## config.mk

```make
export PLATFORM = sky130hd
export DESIGN_NAME = rename_regfile
export DESIGN_NICKNAME = d
export VERILOG_FILES = /design/src/rtl/rf_pkg.sv /design/src/rtl/rf_read_port.sv /design/src/rtl/rename_regfile.sv
export SDC_FILE = /design/constraint.sdc
export NUM_CORES = 2
export LEC_CHECK = 0
export CAP_MARGIN = 0
export CORE_MARGIN = 8
export CORE_UTILIZATION = 40
export DETAILED_ROUTE_END_ITERATION = 6
export GPL_ROUTABILITY_DRIVEN = 0
export PLACE_DENSITY_LB_ADDON = 0.15
export SLEW_MARGIN = 30
export SYNTH_ARGS = -nofsm -noshare
export SYNTH_HDL_FRONTEND = slang
export SYNTH_HIERARCHICAL = 1
export SYNTH_SLANG_ARGS = --single-unit
```

## constraint.sdc

```tcl
create_clock -name clk -period 1.62 [get_ports clk]
set_input_delay 0.162 -clock clk [delete_from_list [all_inputs] [get_ports clk]]
set_output_delay 0.162 -clock clk [all_outputs]
set_load 0.03 [all_outputs]
```

## src/rtl/rf_pkg.sv

```systemverilog
// Shared widths, the "no pending producer" tag value and index/tag types
// used by the rename register file and its read ports.
package rf_pkg;

    localparam int XLEN_DEF  = 32;
    localparam int NREG_DEF  = 32;
    localparam int TAG_W_DEF = 3;
    localparam int RW_DEF    = $clog2(NREG_DEF);

    // Tag 0 never names a real producer; it marks a register value as ready.
    localparam int NO_DEP = 0;

    typedef logic [TAG_W_DEF-1:0] tag_t;
    typedef logic [RW_DEF-1:0]    reg_idx_t;

endpackage

```

## src/rtl/rf_read_port.sv

```systemverilog
// One operand lookup: passes through the stored value/tag and, when
// RF_COMMIT_BYPASS_EN is defined, forwards a same-cycle matching commit.
module rf_read_port
    import rf_pkg::*;
#(
    parameter int XLEN  = XLEN_DEF,
    parameter int TAG_W = TAG_W_DEF,
    parameter int RW    = RW_DEF
) (
    input  logic [RW-1:0]    rs,
    input  logic [XLEN-1:0]  reg_val,
    input  logic [TAG_W-1:0] reg_tag,
    input  logic             commit_valid,
    input  logic [RW-1:0]    commit_reg,
    input  logic [TAG_W-1:0] commit_tag,
    input  logic [XLEN-1:0]  commit_data,
    output logic [XLEN-1:0]  val,
    output logic [TAG_W-1:0] tag
);

`ifdef RF_COMMIT_BYPASS_EN
    // The producer we would wait on is retiring right now: hand its result over.
    always_comb begin
        val = reg_val;
        tag = reg_tag;
        if (commit_valid && (commit_reg == rs) && (rs != '0) && (reg_tag == commit_tag)) begin
            val = commit_data;
            tag = TAG_W'(NO_DEP);
        end
    end
`else
    // Without bypass the consumer snoops the result bus for the pending tag.
    logic unused_bypass_inputs;
    assign unused_bypass_inputs = ^{rs, commit_valid, commit_reg, commit_tag, commit_data};

    always_comb begin
        val = reg_val;
        tag = reg_tag;
    end
`endif

endmodule

```

## src/rtl/rename_regfile.sv

```systemverilog
// Architectural register file with per-register producer tags for renaming.
// Optional same-cycle commit forwarding is enabled by RF_COMMIT_BYPASS_EN.
module rename_regfile
    import rf_pkg::*;
#(
    parameter int XLEN  = XLEN_DEF,
    parameter int NREG  = NREG_DEF,
    parameter int TAG_W = TAG_W_DEF,
    localparam int RW   = $clog2(NREG)
) (
    input  logic             clk,
    input  logic             rst,
    input  logic             flush,
    input  logic             commit_valid,
    input  logic [RW-1:0]    commit_reg,
    input  logic [TAG_W-1:0] commit_tag,
    input  logic [XLEN-1:0]  commit_data,
    input  logic             issue_valid,
    input  logic [RW-1:0]    issue_rs1,
    input  logic [RW-1:0]    issue_rs2,
    input  logic [RW-1:0]    issue_rd,
    input  logic [TAG_W-1:0] issue_tag,
    output logic             out_valid,
    output logic [XLEN-1:0]  out_val1,
    output logic [XLEN-1:0]  out_val2,
    output logic [TAG_W-1:0] out_tag1,
    output logic [TAG_W-1:0] out_tag2
);

    logic [XLEN-1:0]  regs [NREG];
    logic [TAG_W-1:0] tags [NREG];

    logic             accept;
    logic [XLEN-1:0]  look_val1;
    logic [XLEN-1:0]  look_val2;
    logic [TAG_W-1:0] look_tag1;
    logic [TAG_W-1:0] look_tag2;

    assign accept = issue_valid && !flush;

    rf_read_port #(.XLEN(XLEN), .TAG_W(TAG_W), .RW(RW)) u_port1 (
        .rs           (issue_rs1),
        .reg_val      (regs[issue_rs1]),
        .reg_tag      (tags[issue_rs1]),
        .commit_valid (commit_valid),
        .commit_reg   (commit_reg),
        .commit_tag   (commit_tag),
        .commit_data  (commit_data),
        .val          (look_val1),
        .tag          (look_tag1)
    );

    rf_read_port #(.XLEN(XLEN), .TAG_W(TAG_W), .RW(RW)) u_port2 (
        .rs           (issue_rs2),
        .reg_val      (regs[issue_rs2]),
        .reg_tag      (tags[issue_rs2]),
        .commit_valid (commit_valid),
        .commit_reg   (commit_reg),
        .commit_tag   (commit_tag),
        .commit_data  (commit_data),
        .val          (look_val2),
        .tag          (look_tag2)
    );

    // Entry 0 is only ever written by reset, so register 0 reads 0/ready forever.
    always_ff @(posedge clk or negedge rst) begin
        if (!rst) begin
            for (int i = 0; i < NREG; i++) begin
                regs[i] <= '0;
                tags[i] <= '0;
            end
        end else begin
            for (int i = 1; i < NREG; i++) begin
                if (commit_valid && (commit_reg == RW'(i))) begin
                    regs[i] <= commit_data;
                end
                if (flush) begin
                    tags[i] <= TAG_W'(NO_DEP);
                end else begin
                    // Later assignment wins: a new producer overrides a retiring one.
                    if (commit_valid && (commit_reg == RW'(i)) && (tags[i] == commit_tag)) begin
                        tags[i] <= TAG_W'(NO_DEP);
                    end
                    if (accept && (issue_rd == RW'(i)) && (issue_tag != TAG_W'(NO_DEP))) begin
                        tags[i] <= issue_tag;
                    end
                end
            end
        end
    end

    always_ff @(posedge clk or negedge rst) begin
        if (!rst) begin
            out_valid <= 1'b0;
            out_val1  <= '0;
            out_val2  <= '0;
            out_tag1  <= '0;
            out_tag2  <= '0;
        end else begin
            out_valid <= accept;
            if (accept) begin
                out_val1 <= look_val1;
                out_val2 <= look_val2;
                out_tag1 <= look_tag1;
                out_tag2 <= look_tag2;
            end
        end
    end

endmodule

```

# After elaboration in Yosys (flattened, before gate mapping)
# Index checks and enable logic that the tools add are counted.
[word_totals]
register_bits = 1156
wordCells = 427
[op_classes]
n_bitwise = 2
n_eq_ne = 93
reduce_logical = 158
n_lt_le_gt_ge = 2
muxes = 105
[ops]
columns = ["op", "count"]
rows = [
  ["32-bit binary-select mux with 5-bit select", 2],
  ["3-bit 2-to-1 mux", 97],
  ["5-bit equality test, second input constant", 32],
  ["32-bit 2-to-1 mux", 4],
  ["1-bit logical AND", 125],
  ["3-bit nonzero test", 32],
  ["3-bit equality test", 31],
  ["5-bit by 4-bit equality test with 1-bit output, second input constant", 16],
  ["5-bit by 3-bit equality test with 1-bit output, second input constant", 8],
  ["3-bit binary-select mux with 5-bit select", 2],
  ["5-bit by 2-bit equality test with 1-bit output, second input constant", 4],
  ["6-bit >= comparator, second input constant", 2],
  ["5-bit inverter with 6-bit output", 2],
  ["5-bit by 1-bit equality test with 1-bit output, second input constant", 2],
  ["1-bit logical NOT", 1],
]

# Logic depth before layout (Yosys ltp)
[depth]
depth_word = 6
depth_mapped = 12

# Hierarchy
# Netlist, hierarchy kept.
[modules_own_cells]
columns = ["module", "area_per_inst_um2", "instances", "seq_area_each_um2", "cells_each"]
rows = [
  ["rename_regfile", 62301.0, 1, 28927.7, 4497],
  ["rf_read_port", 262.8, 2, 0.0, 35],
]

# Worst setup path before layout
# No wires, ideal clock.
[synth_timing]
path_type = "input-to-reg"
startpoint = "in issue_rs2[0]"
endpoint = "reg out_val2[10]"
arrival_ps = 1901
slack_ps = -399
required_ps = 1503
setup_ps = 117
stages = 10
cell_sequence = "buf_2 > buf_4 > buf_2 > mux4_2 > a22o_1 > o21ai_1 > o31ai_1 > buf_4 > nand2_1 > nand2_1"
[synth_via]
elab_chain_cells = 4
[synth_lines]
columns = ["item", "line", "text"]
rows = [
  ["from (decl)", "rename_regfile.sv:20", "input logic [RW-1:0] issue_rs2,"],
  ["5-bit inverter with 6-bit output (not written as such)", "rename_regfile.sv:55", ".reg_val (regs[issue_rs2]),"],
  ["32-bit binary-select mux with 5-bit select", "rename_regfile.sv:55", ""],
  ["32-bit 2-to-1 mux (not written as such) (2 in series)", "rename_regfile.sv:55", ""],
  ["via look_val2[10]", "rename_regfile.sv:35", "logic [XLEN-1:0] look_val2;"],
  ["to (signal assigned)", "rename_regfile.sv:103", "out_val2 <= look_val2;"],
  ["to (decl)", "rename_regfile.sv:25", "output logic [XLEN-1:0] out_val2,"],
]
# The timed path passes the listed nets, and every way through them passes these cells. The select of a mux whose other input is x is not followed.
# A chain may end at the register's enable or synchronous reset.

# Worst setup path in the final report
[layout_timing]
startpoint = "reg regs[265] in the netlist's numbering"
endpoint = "reg out_val1[9]"
[layout_via]
elab_chain_cells = 3
[layout_lines]
columns = ["item", "line", "text"]
rows = [
  ["from (decl)", "rename_regfile.sv:30", "logic [XLEN-1:0] regs [NREG];"],
  ["from (signal, indexed assignment)", "rename_regfile.sv:75", "regs[i] <= commit_data;"],
  ["32-bit binary-select mux with 5-bit select", "rename_regfile.sv:43", ".reg_val (regs[issue_rs1]),"],
  ["32-bit 2-to-1 mux (not written as such) (2 in series)", "rename_regfile.sv:43", ""],
  ["to (signal assigned)", "rename_regfile.sv:102", "out_val1 <= look_val1;"],
  ["to (decl)", "rename_regfile.sv:24", "output logic [XLEN-1:0] out_val1,"],
]
# Every way passes these cells. The select of a mux whose other input is x is not followed.

==> metrics.md <==
| Metric | Value |
|---|---|
| Outcome | `complete, but fails checks` |
| Failing checks | `setup timing` |
| Most common cell in the netlist | `dfrtp_1` |
| Largest net degree at the start of global routing | `86` |
| Vias per cell | `5.979` |
| Worst Tran Pin Value | `0.9167 ns` |
| Clk_lat worst skew | `0.79 ns` |
| Syn Area/Cell | `13.76 um^2` |
| Top cells by count, synth | `1156 x dfrtp_1, 1046 x mux2_2, 420 x mux4_2` |
| Vias in the first global route | `45540` |
| Die width | `412.3 um` |
| Root Driver | `clkbuf_16` |
| Worst-path clk slew | `0.06 ns` |
| Placed insts | `7017` |
| Largest cells by area after synthesis | `dfrtp_1 46%, mux2_2 19%, mux4_2 15%` |
| Nets | `5173` |
| Synth Warn # | `76` |
| Clock tree buffer depth | `3` |
| Crit path kind | `flop to flop` |
| Hold Path Class | `input pin to asynchronous set/reset pin` |
| Final worst clock skew | `0.03497 ns` |
| Gr ovfl total | `0` |
| DR iter-0 viols | `2951` |
| Num CTS Buffers | `138` |
| Final worst setup slack | `-0.2315 ns` |
| Minimum clock period | `1.851 ns` |
| Post-synth ARST share | `1.000` |
| Critical Path Start Type | `flop` |
| Port Buffers | `133` |
| Final period utilization | `1.143` |
| Wire length of the first global-routing pass | `316500 um` |
| Drt pass-1 iters | `5` |
| Cell Area, Placed | `73090 um^2` |
| Post-route cell area | `78280 um^2` |
| Yosys top cell by area | `dfrtp_1` |
| Reg area | `28930 um^2` |
| Top FF cell, synth | `dfrtp_1` |
| Die Span Y | `412.3 um` |
| Max cap viols | `0` |
| FP Rows | `145` |
| Core area | `156000 um^2` |
| Fin. Hold Viols | `0` |
| Pwr Density | `1137 nW/um^2` |
| RSZ-0062 raised after global routing | `yes` |
| Multi-input logic area | `32300 um^2` |
| Ports | `134` |
| Seq/Total Area, Yosys | `0.4604` |
| Synthesized instance count | `4567` |
| Share of the synthesized area in the top cell type | `0.4604` |
| CP required | `2.27 ns` |
| Final Max Slew Viols | `0` |
| Seq cells post-synth | `1156` |
| Total track usage | `0.2504` |
| # fillers | `13480` |
| Finish-stage setup viols | `52` |
| WL/cell | `29.54 um` |
| CTS tree | `yes` |
| Die area | `170000 um^2` |
| CP Capture Type | `flop` |
| Diodes inserted | `0` |
| DRC errors left | `0` |
| Starting density of the core | `0.4027` |
| Clock Sinks | `1156` |
| Pre-CTS setup slack | `-0.9029 ns` |
| Routed Antenna Nets | `0` |
| DRT Wirelength | `214700 um` |
| Initial antenna violation count | `3` |
| Final Non-Filler Cells | `7269` |
| Pleak | `34.78 nW` |
| Number of enable flip-flop cells after synthesis | `0` |
| Synth Cell Area | `62830 um^2` |
| Share of cells above drive strength 1 | `0.5346` |
| Syn_nets | `4630` |
| Crit-path max FO | `2` |
| Area Growth Syn to Fin | `24.60%` |
| Post-synth cell types | `52` |
| Crit path DAT | `2.50 ns` |
| Slew HR | `0.3842` |
| H-tree Lvls | `4` |
| DR vias | `43460` |
| Max rail drop VDD | `990.1 uV` |
| Fmax achieved | `0.5401 GHz` |
| Hpwl dp | `148400 um` |
per-stage QoR:
stage,setup TNS (ns),power (W),utilization,hold slack [ns]
after floorplan,-10.89,0.05038,-,-0.1336
after global placement,-670.52,0.05709,0.4683,0.06734
after detailed placement,-673.98,0.05771,0.4684,0.06510
after CTS,-4.532,0.08942,0.4992,0.04292
after global routing,-7.731,0.09287,0.5017,0.1022
final,-4.264,0.08902,0.5017,0.1013
worst paths after layout:
| check | start | cells past startpoint | endpoint | slack (ns) |
|---|---|---|---|---|
| setup / recovery | regs[265]$_DFFE_PN0P_ | 7 | out_val1[9]$_DFFE_PN0N_ | -0.23 |
| hold / removal | rst | 3 | regs[322]$_DFFE_PN0P_ | 0.10 |
| setup reg to reg | regs[265]$_DFFE_PN0P_ | 7 | out_val1[9]$_DFFE_PN0N_ | -0.23 |
| hold reg to reg | out_val1[31]$_DFFE_PN0N_ | 2 | out_val1[31]$_DFFE_PN0N_ | 0.47 |
| max in group asynchronous | rst | 4 | regs[146]$_DFFE_PN0P_ | 0.91 |
| min in group clk | issue_rs1[4] | 5 | out_tag1[0]$_DFFE_PN0N_ | 0.13 |
sequential cells by signal (all words and copies together), names as in the netlist:
signal and count:
out_val2 32, out_tag2 3, out_valid 1, out_val1 32, regs 992, out_tag1 3
tags 93
power breakdown:
group	switching (W)	total, W	internal, W	leakage [nW]
logic	0.00844	0.0199	0.0114	17.6
clock network	0.0127	0.0314	0.0186	2.23
registers	0.00366	0.0378	0.0341	14.9
total	0.0248	0.0890	0.0642	34.8
kinds of logic after synthesis:
kind of cell | share of synthesized area
compound gates | 0.07548
xor+xnor | 0.01296
buf+inv | 0.04429
flops | 0.4604
mux | 0.3745
simple gates | 0.03232
worst max-delay path, stage by stage, from the launching register on:
cell and delay, ns:
dfrtp_1 0.39, buf_6 0.12, mux4_2 0.46, a22o_1 0.23, o21ai_4 0.23, o31ai_2 0.12, nand2_2 0.12, nand2_1 0.06
repair_timing:
action | in CTS | in global routing
endpoints found under the setup margin | 142 | 158
endpoints found under the hold margin | 1171 | 0
resized for setup | 477 | 73
hold buffers | 3 | 0
pin swaps | 55 | 41
buffers inserted | 4 | 11
cloned | 0 | 1
cell type report:
| class | instances | share of cell area |
|---|---|---|
| clock buffers | 195 | 0.05116 |
| clock inverters | 46 | 0.006537 |
| inverters | 39 | 0.001902 |
| multi-input cells | 2834 | 0.4126 |
| flip-flops and latches | 1156 | 0.3695 |
| well taps | 2058 | 0.03289 |
| repair buffers | 941 | 0.1254 |
metal layers:
metal  share of wire  vias up  global-route usage
met5               0        -                   0
met4           0.033        0             0.08383
met3           0.052      387             0.04044
met2            0.47     1309              0.3972
met1            0.45    23290              0.3512
li1                -    18480                   -
cells in the final DEF (no fill, tap or decap), types with 13 or more instances in the layout:
cell type / instances
nand2_1: 212
clkdlybuf4s50_1: 43
o31ai_2: 33
xor2_1: 66
o31ai_1: 24
buf_2: 75
dfrtp_1: 1156
o21ai_2: 42
buf_4: 584
and2_1: 68
nor2_1: 14
clkbuf_16: 145
a211oi_2: 28
mux2_2: 1046
clkinv_2: 26
nor3_1: 25
o32ai_1: 30
o21ai_1: 22
clkbuf_1: 30
mux4_2: 420
inv_1: 36
a221oi_1: 13
nand3_1: 16
a22o_1: 257
buf_12: 216
xnor2_1: 27
mux2i_1: 202
mux2_1: 15
clkbuf_8: 21
a211oi_1: 46
nor2_4: 21
o31ai_4: 14
o22ai_1: 78
Note: power is estimated with default switching activity, not from simulation.
